$ cat src/rtl/dm_arb_pkg.sv
// Shared definitions for the data-memory port arbiter: FSM encoding,
// requester ids and the word-alignment mask.
package dm_arb_pkg;

  typedef enum logic [1:0] {
    ST_IDLE   = 2'd0,
    ST_ACCESS = 2'd1,
    ST_RESP   = 2'd2
  } arb_state_t;

  localparam logic REQ_CPU = 1'b0;
  localparam logic REQ_DBG = 1'b1;

  // Low byte-address bits that must be zero for a legal word access
  localparam logic [31:0] WORD_ALIGN_MASK = 32'h0000_0003;

endpackage

$ cat src/rtl/dm_port_arbiter_rr_pick2.sv
// Combinational 2-way round-robin picker: on a tie the requester that did
// not win last time is granted.
module rr_pick2
  import dm_arb_pkg::*;
(
  input  logic [1:0] i_valid,
  input  logic       i_last,
  output logic [1:0] o_grant,
  output logic       o_any
);

  // One-hot grant selection
  always_comb begin
    o_grant = 2'b00;
    case (i_valid)
      2'b01:   o_grant = 2'b01;
      2'b10:   o_grant = 2'b10;
      2'b11:   o_grant = (i_last == REQ_CPU) ? 2'b10 : 2'b01;
      default: o_grant = 2'b00;
    endcase
  end

  assign o_any = |i_valid;

endmodule

$ cat src/rtl/dm_port_arbiter.sv
// Shares a single-port data memory between two valid/ready requesters with
// round-robin arbitration, one transaction in flight and a registered response.
module dm_port_arbiter
  import dm_arb_pkg::*;
#(
  parameter int DEPTH  = 1024,
  parameter int ADDR_W = 32
) (
  input  logic                  i_clk,
  input  logic                  i_reset,
  input  logic [1:0]            i_req_valid,
  output logic [1:0]            o_req_ready,
  input  logic [1:0]            i_req_we,
  input  logic [2*ADDR_W-1:0]   i_req_addr,
  input  logic [63:0]           i_req_wdata,
  output logic [1:0]            o_resp_valid,
  output logic                  o_resp_err,
  output logic [31:0]           o_resp_rdata,
  output logic [ADDR_W-1:0]     o_dm_addr,
  output logic [31:0]           o_dm_wdata,
  output logic                  o_dm_we,
  input  logic [31:0]           i_dm_rdata
);

  localparam logic [ADDR_W-3:0] DEPTH_W = (ADDR_W-2)'(DEPTH);

  arb_state_t          r_state;
  arb_state_t          w_next_state;
  logic                r_last;
  logic                r_id;
  logic                r_we;
  logic                r_err;
  logic [ADDR_W-1:0]   r_addr;
  logic [31:0]         r_wdata;
  logic [31:0]         r_rdata;

  logic [1:0]          w_grant;
  logic                w_any;
  logic                w_sel_id;
  logic [ADDR_W-1:0]   w_sel_addr;
  logic [31:0]         w_sel_wdata;
  logic                w_sel_we;
  logic                w_sel_err;
  logic                w_accept;

  rr_pick2 u_pick (
    .i_valid (i_req_valid),
    .i_last  (r_last),
    .o_grant (w_grant),
    .o_any   (w_any)
  );

  assign w_sel_id    = w_grant[1];
  assign w_sel_addr  = w_sel_id ? i_req_addr[2*ADDR_W-1:ADDR_W] : i_req_addr[ADDR_W-1:0];
  assign w_sel_wdata = w_sel_id ? i_req_wdata[63:32] : i_req_wdata[31:0];
  assign w_sel_we    = w_sel_id ? i_req_we[1] : i_req_we[0];
  assign w_sel_err   = (|(w_sel_addr[1:0] & WORD_ALIGN_MASK[1:0])) ||
                       (w_sel_addr[ADDR_W-1:2] >= DEPTH_W);
  assign w_accept    = (r_state == ST_IDLE) && w_any && !i_reset;

  // Next-state and request-ready decode
  always_comb begin
    w_next_state = r_state;
    o_req_ready  = 2'b00;
    case (r_state)
      ST_IDLE: begin
        if (w_accept) begin
          o_req_ready  = w_grant;
          w_next_state = ST_ACCESS;
        end else begin
          w_next_state = ST_IDLE;
        end
      end
      ST_ACCESS: w_next_state = ST_RESP;
      ST_RESP:   w_next_state = ST_IDLE;
      default:   w_next_state = ST_IDLE;
    endcase
  end

  // State register
  always_ff @(posedge i_clk) begin
    if (i_reset) begin
      r_state <= ST_IDLE;
    end else begin
      r_state <= w_next_state;
    end
  end

  // Request latches, grant history and captured read data
  always_ff @(posedge i_clk) begin
    if (i_reset) begin
      r_last  <= 1'b1;
      r_id    <= 1'b0;
      r_we    <= 1'b0;
      r_err   <= 1'b0;
      r_addr  <= '0;
      r_wdata <= 32'h0;
      r_rdata <= 32'h0;
    end else if (w_accept) begin
      r_last  <= w_sel_id;
      r_id    <= w_sel_id;
      r_we    <= w_sel_we;
      r_err   <= w_sel_err;
      r_addr  <= w_sel_addr;
      r_wdata <= w_sel_wdata;
    end else if (r_state == ST_ACCESS) begin
      r_rdata <= (r_we || r_err) ? 32'h0 : i_dm_rdata;
    end else begin
      r_rdata <= r_rdata;
    end
  end

  // Memory strobes in ACCESS only; response pulse in RESP, suppressed by reset
  always_comb begin
    o_dm_addr    = '0;
    o_dm_wdata   = 32'h0;
    o_dm_we      = 1'b0;
    o_resp_valid = 2'b00;
    o_resp_err   = 1'b0;
    case (r_state)
      ST_ACCESS: begin
        o_dm_addr  = r_addr;
        o_dm_wdata = r_wdata;
        o_dm_we    = r_we & ~r_err & ~i_reset;
      end
      ST_RESP: begin
        if (!i_reset) begin
          o_resp_valid = r_id ? 2'b10 : 2'b01;
          o_resp_err   = r_err;
        end else begin
          o_resp_valid = 2'b00;
          o_resp_err   = 1'b0;
        end
      end
      default: begin
        o_dm_we = 1'b0;
      end
    endcase
  end

  assign o_resp_rdata = r_rdata;

endmodule

$ cat config.mk
export PLATFORM = sky130hd
export DESIGN_NAME = dm_port_arbiter
export DESIGN_NICKNAME = d
export VERILOG_FILES = /design/src/rtl/dm_arb_pkg.sv /design/src/rtl/dm_port_arbiter_rr_pick2.sv /design/src/rtl/dm_port_arbiter.sv
export SDC_FILE = /design/constraint.sdc
export NUM_CORES = 1
export LEC_CHECK = 0
export CAP_MARGIN = 10
export CORE_AREA = 2 2 103 105
export DETAILED_ROUTE_END_ITERATION = 10
export DIE_AREA = 0 0 105 107
export DONT_BUFFER_PORTS = 1
export HOLD_SLACK_MARGIN = 0.15
export PLACE_DENSITY = 0.59
export SKIP_CTS_REPAIR_TIMING = 1
export SLEW_MARGIN = 20
export SYNTH_ARGS = -nofsm -noshare
export SYNTH_HDL_FRONTEND = slang
export SYNTH_SLANG_ARGS = --single-unit
$ cat constraint.sdc
create_clock -name i_clk -period 2.52 [get_ports i_clk]
set_input_delay 0.504 -clock i_clk [delete_from_list [all_inputs] [get_ports i_clk]]
set_output_delay 0.504 -clock i_clk [all_outputs]
set_load 0.01 [all_outputs]
==> Word-level counts from Yosys, hierarchy flattened <==
Cells that the tools add are included.
{ "word_totals": {"mem_bits_rw": 0, "input_bits": 166, "mem_bits_ro": 0, "word_cells": 46, "out_inout_bits": 102, "reg_bits": 102, "mem_count": 0, "latchBits": 0} }
{ "classes": {"muxes": 18, "eq_ne": 5, "n_bitwise": 5, "reduce_logical": 9, "div": 0, "n_shift": 0, "n_mul": 0, "n_addsub": 0, "n_lt_le_gt_ge": 1} }
{ "ops": {"columns": ["operator", "count"], "rows": [
  ["32-bit 2-to-1 mux", 5],
  ["30-bit by 11-bit greater-or-equal comparator with 1-bit output (second input constant)", 1],
  ["2-bit 2-to-1 mux", 6],
  ["2-bit equality test (second input constant)", 3],
  ["2-bit case mux with 3 select lines", 1],
  ["1-bit 2-to-1 mux", 5],
  ["2-bit by 1-bit equality test with 1-bit output (second input constant)", 2],
  ["2-bit case mux with 2 select lines", 1],
  ["2-bit OR reduction", 2],
  ["1-bit NOT", 3],
  ["1-bit AND", 2],
  ["1-bit logical AND", 2],
  ["2-bit logical NOT", 1],
  ["1-bit logical OR", 2],
  ["2-bit AND reduction", 1],
  ["1-bit logical NOT", 1]
]} }

==> Longest topological paths before layout <==
{ "logic_depth": {"ltp_word": 5, "ltp_mapped": 8, "depth_no_buf": 5} }

==> By module <==
A second synthesis with hierarchy kept.
{ "unflattened": {"hier_cells": 515, "area_unflattened_um2": 4654.5} }
{ "by_module_without_submodules": {"columns": ["module", "seq_area_each_um2", "cells_per_inst", "n_inst", "area_per_inst_um2"], "rows": [
  ["dm_port_arbiter", 2042.0, 511, 1, 4629.4],
  ["rr_pick2", 0.0, 4, 1, 25.0]
]} }

==> Worst setup path before layout <==
No wires, ideal clock.
{ "synth_timing": {"kind": "input-to-output", "start": "input i_reset", "end": "output o_dm_we", "path_slack_ps": 705, "required_time_ps": 2016, "cell_stages": 3, "n_path_buf": 2, "arrival_ps": 1311, "path_cell_list": "buf_2 clkbuf_1 nor4b_1"} }
{ "synth_via": {"elab_chain_len": 3} }
{ "synth_rtl": {"columns": ["item", "line_no", "source"], "rows": [
  ["start, declared", "dm_port_arbiter.sv:10", "input logic i_reset,"],
  ["1-bit NOT", "dm_port_arbiter.sv:124", "o_dm_we = r_we & ~r_err & ~i_reset;"],
  ["1-bit AND", "dm_port_arbiter.sv:124", null],
  ["1-bit 2-to-1 mux", "dm_port_arbiter.sv:120", "case (r_state)"],
  ["end, declared", "dm_port_arbiter.sv:21", "output logic o_dm_we,"]
]} }
Every way passes these cells.

==> Worst setup path in the final report <==
{ "layout_timing": {"start": "register r_state[1]", "end": "output o_dm_we"} }
{ "layout_via": {"elab_chain_len": 2} }
{ "layout_rtl": {"columns": ["item", "line_no", "source"], "rows": [
  ["start, declared", "dm_port_arbiter.sv:27", "arb_state_t r_state;"],
  ["start signal, assigned", "dm_port_arbiter.sv:85", "r_state <= w_next_state;"],
  ["2-bit by 1-bit equality test with 1-bit output", "dm_port_arbiter.sv:120", null],
  ["1-bit 2-to-1 mux", "dm_port_arbiter.sv:120", null]
]} }
Every way passes these cells.

==> run_results.csv <==
group,metric,value,unit
status,status,"complete, no violations",
placed_design,place_inst,676,
floorplan,initial_core_util,47.68,%
final_layout,multiInputGateArea,2520,µm²
final_layout,final_cells,693,
sta,min_period_over_period,87.89,%
drt,num_vias,4070,
sta,tightest_slew,674.1,ps
sta,setup_viol,0,
final_layout,final_common_cell,"nand2_1",
grt,grtUsageMet3,7.538,%
clocking,numCtsBuffers,9,
floorplan,rows,37,
clocking,insertion_delay,380,ps
final_layout,final_cell_mix,"nand2_1 (132), nor2_1 (104), dfxtp_1 (102), and2_1 (64), a311oi_1 (34)",
setup_path,crit-reg2reg-launch,"r_state[1]",
final_layout,drive_gt1_share,11.31,%
floorplan,die_x,105,µm
drt,routed_wl,13110,µm
clocking,cts.htree.levels,3,
setup_path,crit_type,"reg -> out",
floorplan,core,10090,µm²
drt,via_per_inst,5.873,
power_and_ir_drop,p_sw,1.070,mW
grt,top_usage_layer,"met2",
sta,setup_tns,0,ps
power_and_ir_drop,peakVddDrop,0.2963,mV
setup_path,worstSetupStartpointType,"flip-flop",
drt,drtIter0Drc,252,
power_and_ir_drop,switching_share,31.28,%
placed_design,gp_congestion,0.8059,
logic_synthesis,synth_area_per_cell,8.226,µm²
final_layout,n_antenna_cell,0,
worst_hold_path,hold_path_end,"o_resp_rdata[2]",
sta,period_needed,2215,ps
logic_synthesis,yosysSeqAreaShare,42.43,%
grt,grtUsageTotal,22.47,%
logic_synthesis,synth_fp_nets,751,
worst_hold_path,worstHoldPathType,"in -> reg",
logic_synthesis,synth_cell_types,30,
logic_synthesis,synth_warnings,0,
sta,hold_violations,0,
setup_path,end_kind,"output pin",
final_layout,fin_nets,718,
drt,drcViolationCount,0,
power_and_ir_drop,p_leak,1.837,nW
final_layout,fillers,1013,
floorplan,die-area,11240,µm²
grt,grt_pass1_vias,3912,
grt,antenna_found_initial,0,
power_and_ir_drop,p_clk_share,30.4,%
sta,max_freq,0.4515,GHz
grt,met1_usage,26.79,%
setup_path,r2r_setup_slack,670,ps
power_and_ir_drop,pwr-share-comb,16.1,%
sta,fin_worst_skew,11.33,ps
worst_hold_path,hold_depth,1,
clocking,clkTransAtPathRegs,110,ps
setup_path,worst-r2r-cell-count,6,
sta,max-slew-margin-rel,55.06,%
power_and_ir_drop,power_frac_seq,53.6,%
logic_synthesis,synth_area,4812,µm²
flow_run,maxCapViolations,0,
grt,gr-total-overflow,0,
grt,grt_use_met2,37.76,%
grt,grt_max_degree,105,
final_layout,seqCellArea,2042,µm²
floorplan,die_h,107,µm
floorplan,ioPinCount,268,
setup_path,crit_fanout,12,
logic_synthesis,syn-instance-count,585,
sta,slew_viol_final,0,
clocking,clockBufferDepth,2,
grt,grt_first_pass_wirelength,20200,µm
logic_synthesis,ys_seq_elements,102,
clocking,clkSinkCount,102,
setup_path,crit_required,2020,ps
power_and_ir_drop,internal_power,2.350,mW
setup_path,r2r_end,"r_wdata[25]",
setup_path,crit_arrival,1710,ps
drt,avgRoutedWirePerCell,18.92,µm
clocking,cts_tree,"yes",
placed_design,io_buffers,0,
sta,whs,184.0,ps
worst_hold_path,hold_start,"i_reset",
sta,rsz0062_at_grt,"false",
power_and_ir_drop,pwr_density_cell,675.7,nW/µm²
drt,antenna_left,0,
placed_design,dp_hpwl,9084,µm
final_layout,syn_to_final_growth,5.174,%
drt,first_pass_iters,5,
clocking,clockRootBuffer,"clkbuf_8",
registers in the layout, summed over array words and instances (netlist names):
| signal | cells |
|---|---|
| r_addr | 32 |
| r_wdata | 32 |
| o_resp_rdata | 32 |
| r_state | 2 |
| r_last | 1 |
| r_we | 1 |
| r_err | 1 |
| r_id | 1 |
logic make-up after synthesis:
logic type             after synthesis  synth area share [%]
AND/OR/NAND/NOR                    324                 30.21
AO/OA/AOI/OAI                      103                 21.63
flip-flops                         102                 42.43
buffers and inverters               56                 5.720
metrics by stage:
| stage | cell area, µm² | power (mW) | worst slack, ps | util, % |
|---|---|---|---|---|
| after floorplan | 4812 | 2.339 | 704.7 | - |
| after global placement | 4847 | 2.398 | 522.0 | 48.03 |
| after detailed placement | 4847 | 2.419 | 373.9 | 48.03 |
| after CTS | 5046 | 3.455 | 253.8 | 50.00 |
| after global routing | 5061 | 3.604 | 177.7 | 50.15 |
| final | 5061 | 3.420 | 305.1 | 50.15 |
cell usage after synthesis:
library cell / n / share of area, %
nand2_1: 132 / 10
nor2_1: 104 / 8.1
dfxtp_1: 102 / 42
and2_1: 64 / 8.3
a311oi_1: 34 / 6.2
a22oi_1: 32 / 5.0
a311oi_2: 30 / 9.4
buf_2: 25 / 2.6
clkbuf_1: 24 / 1.9
nor4_1: 10 / 1.3
buf_6: 4 / 0.94
nand4_1: 3 / 0.39
and3_1: 2 / 0.26
nor3_1: 2 / 0.21
nor4b_1: 2 / 0.36
a211o_1: 1 / 0.18
a211oi_1: 1 / 0.16
a21bo_2: 1 / 0.21
a21boi_1: 1 / 0.16
a21oi_1: 1 / 0.10
buf_4: 1 / 0.16
inv_1: 1 / 0.078
inv_2: 1 / 0.078
nand2b_1: 1 / 0.13
nand3b_1: 1 / 0.16
nor2b_1: 1 / 0.13
nor3_2: 1 / 0.21
nor3_4: 1 / 0.34
o21ai_0: 1 / 0.10
o21ai_2: 1 / 0.18
worst max-delay path: stages (launching register included):
cell and delay (ps):
dfxtp_1 410, nand2b_1 410, nor4b_1 340, buf_4 180
worst max-delay path by stage:
stage	slack, ps	start	end	cells after the start
finish	310	r_state[1]	o_dm_we	3
global route	180	r_state[1]	o_dm_we	3
CTS	250	r_state[1]	o_dm_we	3
detailed placement	370	r_state[1]	o_resp_rdata[9]	4
global placement	520	r_state[1]	o_resp_rdata[11]	4
floorplan	700	i_reset	o_dm_we	3
layer usage:
| metal | vias up | share of wire (%) | wire length, µm |
|---|---|---|---|
| met2 | 199 | 48 | 6290 |
| li1 | 1955 | - | - |
| met1 | 1898 | 41 | 5429 |
| met4 | 0 | 1.7 | 221 |
| met5 | - | 0 | 0 |
| met3 | 18 | 8.9 | 1168 |
final cells by class:
cell class | count | share of cell area [%]
multi-input combinational | 427 | 49.79
sequential | 102 | 40.35
tap | 136 | 3.362
clock buffer | 9 | 2.447
timing repair buffer | 10 | 2.373
clock inverter | 7 | 1.483
inverter | 2 | 0.1978
power groups by stage:
stage / Clock [mW] / Combinational [mW] / Sequential (mW)
after floorplan: 0 / 0.496 / 1.84
after global placement: 0 / 0.535 / 1.86
after detailed placement: 0 / 0.550 / 1.87
after CTS: 1.07 / 0.551 / 1.83
after global routing: 1.14 / 0.620 / 1.85
final: 1.04 / 0.550 / 1.83
(Power assumes the default switching activity.)
